**src/rtl/clock_pkg.sv**
```systemverilog
// Shared definitions for the clock application: FSM encodings, field limits
// and the conversion of hr/min/sec into a total-seconds value.
package clock_pkg;

  localparam int TIME_W   = 17;
  localparam int MAX_HR   = 23;
  localparam int MAX_MS   = 59;
  localparam int DAY_LAST = 86399;

  typedef enum logic [2:0] {
    SET_HR  = 3'd0,
    SET_MIN = 3'd1,
    SET_SEC = 3'd2,
    RUN     = 3'd3,
    PAUSE   = 3'd4
  } state_t;

  // Operands are widened to TIME_W first so no partial product is truncated.
  function automatic logic [TIME_W-1:0] to_seconds(input logic [4:0] h,
                                                   input logic [5:0] m,
                                                   input logic [5:0] s);
    logic [TIME_W-1:0] hh, mm, ss;
    hh = {12'd0, h};
    mm = {11'd0, m};
    ss = {11'd0, s};
    return hh * 17'd3600 + mm * 17'd60 + ss;
  endfunction

endpackage

```
**src/rtl/clock_ctrl_if.sv**
```systemverilog
// User-facing signal bundle of the clock controller: raw buttons and switch
// value in, time bus, blink flags and status out.
interface clock_ctrl_if;
  import clock_pkg::*;

  logic              button;
  logic              pause_btn;
  logic [5:0]        start_num;
  logic [TIME_W-1:0] c_out;
  logic              blink_hr_sig;
  logic              blink_min_sig;
  logic              blink_sec_sig;
  logic              running;
  logic              tick;
  logic [2:0]        mode;

  // Buttons are level inputs with no handshake; every output is a plain
  // registered level (tick is a single-cycle pulse) valid on every cycle.
  modport master (
    output button, pause_btn, start_num,
    input  c_out, blink_hr_sig, blink_min_sig, blink_sec_sig, running, tick, mode
  );

  modport slave (
    input  button, pause_btn, start_num,
    output c_out, blink_hr_sig, blink_min_sig, blink_sec_sig, running, tick, mode
  );

endinterface

```
**src/rtl/clock_ctrl_btn_debounce.sv**
```systemverilog
// Button conditioner: 2-flop synchronizer, stable-level counter and a
// one-cycle pulse when the accepted level falls (press; releases are silent).
module btn_debounce #(
  parameter int DEBOUNCE = 500000
) (
  input  logic clk,
  input  logic rst,
  input  logic raw,
  output logic press
);

  localparam int            CW       = $clog2(DEBOUNCE + 1);
  localparam logic [CW-1:0] CNT_LAST = CW'(DEBOUNCE - 1);

  logic          sync1, sync2;
  logic          stable, stable_d;
  logic [CW-1:0] cnt;

  always_ff @(posedge clk) begin
    if (!rst) begin
      sync1    <= 1'b1;
      sync2    <= 1'b1;
      stable   <= 1'b1;
      stable_d <= 1'b1;
      cnt      <= '0;
      press    <= 1'b0;
    end else begin
      sync1    <= raw;
      sync2    <= sync1;
      stable_d <= stable;
      press    <= stable_d & ~stable;
      // Any sample equal to the accepted level restarts the stability run.
      if (sync2 == stable) begin
        cnt <= '0;
      end else if (cnt == CNT_LAST) begin
        cnt    <= '0;
        stable <= sync2;
      end else begin
        cnt <= cnt + 1'b1;
      end
    end
  end

endmodule

```
**src/rtl/clock_ctrl.sv**
```systemverilog
// Clock application sequencer: set hour/minute/second from the switches,
// then run a 24-hour time-of-day counter with pause and re-set.
module clock_ctrl
  import clock_pkg::*;
#(
  parameter int CLK_HZ   = 50000000,
  parameter int HALF_SEC = 25000000,
  parameter int DEBOUNCE = 500000
) (
  input logic         clk,
  input logic         rst,
  clock_ctrl_if.slave bus
);

  localparam int            PW         = $clog2(CLK_HZ + 1);
  localparam int            BW         = $clog2(HALF_SEC + 1);
  localparam logic [PW-1:0] PRESC_LAST = PW'(CLK_HZ - 1);
  localparam logic [BW-1:0] BLINK_LAST = BW'(HALF_SEC - 1);

  state_t            state;
  logic [4:0]        hr;
  logic [5:0]        min, sec;
  logic [PW-1:0]     presc;
  logic [BW-1:0]     blink_cnt;
  logic              phase;
  logic              tick_r;
  logic [TIME_W-1:0] c_out_r;

  logic       btn_press, pause_press;
  logic [4:0] hr_in;
  logic [5:0] ms_in;
  logic       in_set, leave, day_end;

  btn_debounce #(.DEBOUNCE(DEBOUNCE)) u_btn (
    .clk(clk), .rst(rst), .raw(bus.button), .press(btn_press)
  );

  btn_debounce #(.DEBOUNCE(DEBOUNCE)) u_pause (
    .clk(clk), .rst(rst), .raw(bus.pause_btn), .press(pause_press)
  );

  assign hr_in   = (bus.start_num > 6'(MAX_HR)) ? 5'(MAX_HR) : bus.start_num[4:0];
  assign ms_in   = (bus.start_num > 6'(MAX_MS)) ? 6'(MAX_MS) : bus.start_num;
  assign in_set  = (state == SET_HR) || (state == SET_MIN) || (state == SET_SEC);
  // pause_btn only moves the FSM out of RUN or PAUSE.
  assign leave   = btn_press || (pause_press && (state == RUN || state == PAUSE));
  assign day_end = (to_seconds(hr, min, sec) == TIME_W'(DAY_LAST));

  always_ff @(posedge clk) begin
    if (!rst) begin
      state     <= SET_HR;
      hr        <= '0;
      min       <= '0;
      sec       <= '0;
      presc     <= '0;
      blink_cnt <= '0;
      phase     <= 1'b0;
      tick_r    <= 1'b0;
      c_out_r   <= '0;
    end else begin
      tick_r  <= 1'b0;
      c_out_r <= to_seconds(hr, min, sec);

      // Every state change restarts the blink so the new field starts visible.
      if (!in_set || leave) begin
        blink_cnt <= '0;
        phase     <= 1'b0;
      end else if (blink_cnt == BLINK_LAST) begin
        blink_cnt <= '0;
        phase     <= ~phase;
      end else begin
        blink_cnt <= blink_cnt + 1'b1;
      end

      case (state)
        SET_HR: begin
          hr <= hr_in;
          if (btn_press) state <= SET_MIN;
        end
        SET_MIN: begin
          min <= ms_in;
          if (btn_press) state <= SET_SEC;
        end
        SET_SEC: begin
          sec <= ms_in;
          if (btn_press) begin
            state <= RUN;
            presc <= '0;
          end
        end
        RUN: begin
          if (presc == PRESC_LAST) begin
            presc  <= '0;
            tick_r <= 1'b1;
            if (sec == 6'(MAX_MS)) begin
              sec <= '0;
              if (min == 6'(MAX_MS)) begin
                min <= '0;
                hr  <= day_end ? 5'd0 : hr + 5'd1;
              end else begin
                min <= min + 6'd1;
              end
            end else begin
              sec <= sec + 6'd1;
            end
          end else begin
            presc <= presc + 1'b1;
          end
          if (btn_press)        state <= SET_HR;
          else if (pause_press) state <= PAUSE;
        end
        PAUSE: begin
          if (btn_press)        state <= SET_HR;
          else if (pause_press) state <= RUN;
        end
        default: state <= SET_HR;
      endcase
    end
  end

  assign bus.c_out         = c_out_r;
  assign bus.tick          = tick_r;
  assign bus.running       = (state == RUN);
  assign bus.mode          = state;
  assign bus.blink_hr_sig  = phase & (state == SET_HR);
  assign bus.blink_min_sig = phase & (state == SET_MIN);
  assign bus.blink_sec_sig = phase & (state == SET_SEC);

endmodule

```
**src/flat_wrapper.sv**
```systemverilog
// flat-port wrapper written by rule: the top's interface ports become plain ports
module clock_ctrl_flat import clock_pkg::*;
#(
  parameter int CLK_HZ   = 50000000,
  parameter int HALF_SEC = 25000000,
  parameter int DEBOUNCE = 500000
)
  (clk, rst, bus_button, bus_pause_btn, bus_start_num, bus_c_out, bus_blink_hr_sig, bus_blink_min_sig, bus_blink_sec_sig, bus_running, bus_tick, bus_mode);
  clock_ctrl_if bus_i ();
  input logic clk;
  input logic rst;
  input wire logic [$bits(bus_i.button)-1:0] bus_button;
  input wire logic [$bits(bus_i.pause_btn)-1:0] bus_pause_btn;
  input wire logic [$bits(bus_i.start_num)-1:0] bus_start_num;
  output wire logic [$bits(bus_i.c_out)-1:0] bus_c_out;
  output wire logic [$bits(bus_i.blink_hr_sig)-1:0] bus_blink_hr_sig;
  output wire logic [$bits(bus_i.blink_min_sig)-1:0] bus_blink_min_sig;
  output wire logic [$bits(bus_i.blink_sec_sig)-1:0] bus_blink_sec_sig;
  output wire logic [$bits(bus_i.running)-1:0] bus_running;
  output wire logic [$bits(bus_i.tick)-1:0] bus_tick;
  output wire logic [$bits(bus_i.mode)-1:0] bus_mode;
  assign bus_i.button = bus_button;
  assign bus_i.pause_btn = bus_pause_btn;
  assign bus_i.start_num = bus_start_num;
  assign bus_c_out = bus_i.c_out;
  assign bus_blink_hr_sig = bus_i.blink_hr_sig;
  assign bus_blink_min_sig = bus_i.blink_min_sig;
  assign bus_blink_sec_sig = bus_i.blink_sec_sig;
  assign bus_running = bus_i.running;
  assign bus_tick = bus_i.tick;
  assign bus_mode = bus_i.mode;
  clock_ctrl #(.CLK_HZ(CLK_HZ), .HALF_SEC(HALF_SEC), .DEBOUNCE(DEBOUNCE)) u_core (.clk(clk), .rst(rst), .bus(bus_i));
endmodule
```
**config.mk**
```make
export PLATFORM = sky130hd
export DESIGN_NAME = clock_ctrl_flat
export DESIGN_NICKNAME = d
export VERILOG_FILES = /design/src/rtl/clock_pkg.sv /design/src/rtl/clock_ctrl_if.sv /design/src/rtl/clock_ctrl_btn_debounce.sv /design/src/rtl/clock_ctrl.sv /design/src/flat_wrapper.sv
export SDC_FILE = /design/constraint.sdc
export NUM_CORES = 1
export LEC_CHECK = 0
export CORE_ASPECT_RATIO = 0.8
export CORE_MARGIN = 5
export CORE_UTILIZATION = 45
export CTS_CLUSTER_DIAMETER = 60
export DETAILED_ROUTE_END_ITERATION = 10
export SLEW_MARGIN = 30
export SYNTH_ARGS = -nofsm -noshare
export SYNTH_HDL_FRONTEND = slang
export SYNTH_SLANG_ARGS = --single-unit
```
**constraint.sdc**
```tcl
create_clock -name clk -period 11.83 [get_ports clk]
set_input_delay 1.183 -clock clk [delete_from_list [all_inputs] [get_ports clk]]
set_output_delay 1.183 -clock clk [all_outputs]
set_load 0.01 [all_outputs]
```
==> results.yml <==
status:
  status: "finished clean"
global_routing:
  grtUsageMet2_pct: 24.4
  grt_pass1_vias: 5955
  grt_util_all_layers_pct: 17.4
  gr-usage-met1_pct: 26.1
  busiest_layer: "met1"
  grt_max_degree: 53
  grt_pass1_wl_mm: 28.9
  antenna_found_initial: 0
  grt_overflow_total: 0
  gr-usage-met3_pct: 4.98
placed_design:
  io_buffers: 34
  dp_hpwl_mm: 11.9
  place.gp.congestion: 0.832
  pre_cts_slack_ns: 6.15
  dpl_cell_area_mm2: 0.00841
pwr:
  p_leak_nw: 3.51
  power_mw: 1.16
  ir_drop_v: 0.0000734
  p_per_area_mw_per_mm2: 129
die:
  core_mm2: 0.0173
  start_util_pct: 45.8
  fp.dieH_um: 129
  ios: 35
  die_w_um: 158
  row_count: 43
  dieArea_mm2: 0.0204
setup_path:
  crit_buf_inv: 2
  cp_common_cell: "a21oi_1"
  max_stage_delay_ns: 0.53
  worst-endpoint-arrival_ns: 5.96
  crit_fanout: 8
  worstSetupStartpoint: "u_core.min[3]$_SDFFE_PN0P_"
  reg2reg_from: "u_core.min[3]$_SDFFE_PN0P_"
  crit_path_end_kind: "register"
  crit_path_cell_trace: "inv_1 > fa_1 > fa_1 > inv_1 > ha_1 > a21oi_1 > o21bai_1 > a21oi_1 > o21bai_1 > a21oi_1 > xnor2_1 > ha_1 > ha_1 > a21oi_1 > a21oi_1 > or2_2 > or3_4 > a2111oi_4 > nand4_2 > a31oi_1 > o32ai_1"
  slowest_stage: "dfxtp_1"
  required_ns: 12.11
  critical_path.top_delay_family: "adder cells"
  setup.worst_path.start_class: "register"
  criticalPathCategory: "reg -> reg"
finish:
  drive_above_1_share_pct: 6.06
  nNetsFinal: 1060
  seqCellArea_mm2: 0.00276
  antenna-diode-count: 0
  design_area_mm2: 0.00902
  multi_input_comb_area_mm2: 0.00480
  fin_util_pct: 52.1
  syn2layout_area_growth_pct: 13.8
  n_fill_cell: 1645
clock_tree:
  cts_tree: "done"
  cts_hold_buf: 0
  clk_latency_ns: 0.43
  h-tree-depth: 4
  cts_sinks: 138
  root_buffer: "clkbuf_16"
  cts_resized: 0
  postCtsSetupRepairBufs: 0
  clk_pin_slew_worst_paths_ns: 0.06
  numCtsBuffers: 17
  clockBufferDepth: 2
logic_synthesis:
  ys_types: 73
  synth_common_cells: "nor2_1, dfxtp_1, nand2_1, ha_1, inv_1"
  synth-seq-area-share_pct: 34.9
  synth_edf_count: 0
  synth_top_area_share_pct: 34.9
  ys_top_cells_by_area: "dfxtp_1, ha_1, nor2_1"
  ys_ff_latch: 138
  yosysTopAreaCell: "dfxtp_1"
  yosysMostFrequentCell: "nor2_1"
  syn_avg_cell_area_um2: 8.32
  ys_dominant_reg_cell: "dfxtp_1"
  async_flop_share_pct: 0
  synth_warnings: 0
  syn-cell-area_mm2: 0.00793
  netlist_instances: 953
  synth_nets: 1036
worst_hold_path:
  worstHoldStart: "u_core.u_btn.sync1$_SDFF_PN1_"
  hp-class: "reg -> reg"
routing:
  viasPerCell: 5.28
  drtIter0Drc: 414
  vias: 6417
  wire_per_inst_um: 13.9
  wirelength_mm: 16.9
  drtAntennaViolNets: 0
  first_pass_iters: 5
  drc: 0
sta:
  finClkSkew_ns: 0.00923
  slew-limit-headroom_pct: 38.3
  final-max-slew-violation-count: 0
  rsz0062_at_grt: "no"
  fin_tns_setup_ns: 0
  fin_crit_ns: 5.67
  fmax_ghz: 0.176
  period_share_pct: 48.0
  hold_viol_final: 0
  finalSetupViolCount: 0
  fin_ws_ns: 6.16
  max_slew.worst_pin.slew_ns: 0.922
run:
  cap_viol_max_count: 0
state kept, by name, indices dropped and copies added, names as in the netlist, 3 cells and up:
| signal | cells |
|---|---|
| u_core.bus.mode | 3 |
| u_core.blink_cnt | 25 |
| u_core.sec | 6 |
| u_core.u_btn.cnt | 19 |
| u_core.min | 6 |
| u_core.hr | 5 |
| u_core.presc | 26 |
| u_core.u_pause.cnt | 19 |
| u_core.bus.c_out | 17 |
report_power, final:
part | total, mW | internal (mW) | switching [mW]
combinational | 0.125 | 0.0547 | 0.0704
sequential | 0.486 | 0.476 | 0.00976
clock | 0.549 | 0.342 | 0.207
metal layers:
metal | vias to the layer above | part of all wire (%)
li1 | 3349 | -
met3 | 14 | 4.7
met5 | - | 0
met2 | 123 | 41
met1 | 2931 | 53
met4 | 0 | 0.74
worst paths after layout:
path                                        end  depth (start not counted)  slack (ns)
hold / removal    u_core.u_btn.sync2$_SDFF_PN1_                          1        0.40
setup / recovery      u_core.hr[3]$_SDFFE_PN0P_                         21        6.16
setup reg to reg      u_core.hr[3]$_SDFFE_PN0P_                         21        6.16
hold reg to reg   u_core.u_btn.sync2$_SDFF_PN1_                          1        0.40
worst reg2reg max path: stages, from the launching register on:
cell       delay [ns]
dfxtp_1          0.53
inv_1            0.19
fa_1             0.49
fa_1             0.52
inv_1            0.04
ha_1             0.32
a21oi_1          0.21
o21bai_1         0.09
a21oi_1          0.21
o21bai_1         0.08
a21oi_1          0.18
xnor2_1          0.15
ha_1             0.26
ha_1             0.38
a21oi_1          0.20
a21oi_1          0.09
or2_2            0.30
or3_4            0.35
a2111oi_4        0.36
nand4_2          0.24
a31oi_1          0.24
o32ai_1          0.09
kinds of logic (layout without fill, tap and decap cells):
group / Yosys count / in the layout / synth area share, %
flip-flops: 138 / 138 / 34.9
multiplexers: 4 / 4 / 0.505
AO/OA/AOI/OAI: 156 / 156 / 13.0
AND/OR/NAND/NOR: 418 / 418 / 25.7
adder cells (fa/ha/maj): 73 / 73 / 12.9
XOR/XNOR: 76 / 76 / 8.40
buffers and inverters: 88 / 125 / 4.62
final cells by class:
cell class                      count  share of cell area (%)
Tap cell                          225                    3.12
Inverter                           56                    2.33
Timing Repair Buffer               37                    4.02
Clock buffer                       21                    5.10
Clock inverter                     11                    1.59
Sequential cell                   138                    30.6
Multi-Input combinational cell    727                    53.2
stage by stage:
| step | instances | hold WS (ns) |
|---|---|---|
| finish | 1215 | 0.398 |
| global route | 1215 | 0.434 |
| CTS | 1215 | 0.406 |
| detailed placement | 1183 | 0.395 |
| global placement | 1183 | 0.390 |
| floorplan | 953 | 0.386 |
cell usage in the layout (no fill, tap or decap), types with 4 or more instances in the layout:
| master | Yosys | routed |
|---|---|---|
| mux2i_1 | 4 | 4 |
| o31ai_1 | 5 | 5 |
| and3_1 | 27 | 27 |
| nor2_1 | 149 | 149 |
| o2111ai_1 | 5 | 5 |
| and2_1 | 9 | 9 |
| a31oi_1 | 10 | 10 |
| nor3b_1 | 4 | 4 |
| nand2b_1 | 12 | 12 |
| o211ai_1 | 7 | 7 |
| inv_1 | 54 | 54 |
| fa_1 | 15 | 15 |
| nand3_1 | 51 | 51 |
| clkinvlp_4 | 0 | 4 |
| a21oi_1 | 41 | 40 |
| a22oi_1 | 8 | 8 |
| nor4_1 | 9 | 9 |
| clkdlybuf4s50_1 | 0 | 34 |
| nand3b_1 | 4 | 4 |
| nand4_1 | 11 | 11 |
| dfxtp_1 | 138 | 138 |
| o21ai_0 | 34 | 34 |
| or2_2 | 8 | 8 |
| a211oi_1 | 4 | 4 |
| a41oi_1 | 4 | 4 |
| xnor2_1 | 38 | 38 |
| o21ai_1 | 4 | 4 |
| ha_1 | 58 | 58 |
| a21o_1 | 8 | 8 |
| clkbuf_16 | 0 | 17 |
| xor2_1 | 38 | 38 |
| nor3_1 | 29 | 29 |
| a311oi_1 | 6 | 6 |
| nand2_1 | 77 | 77 |
No activity file was read; power rests on OpenSTA's default activity.
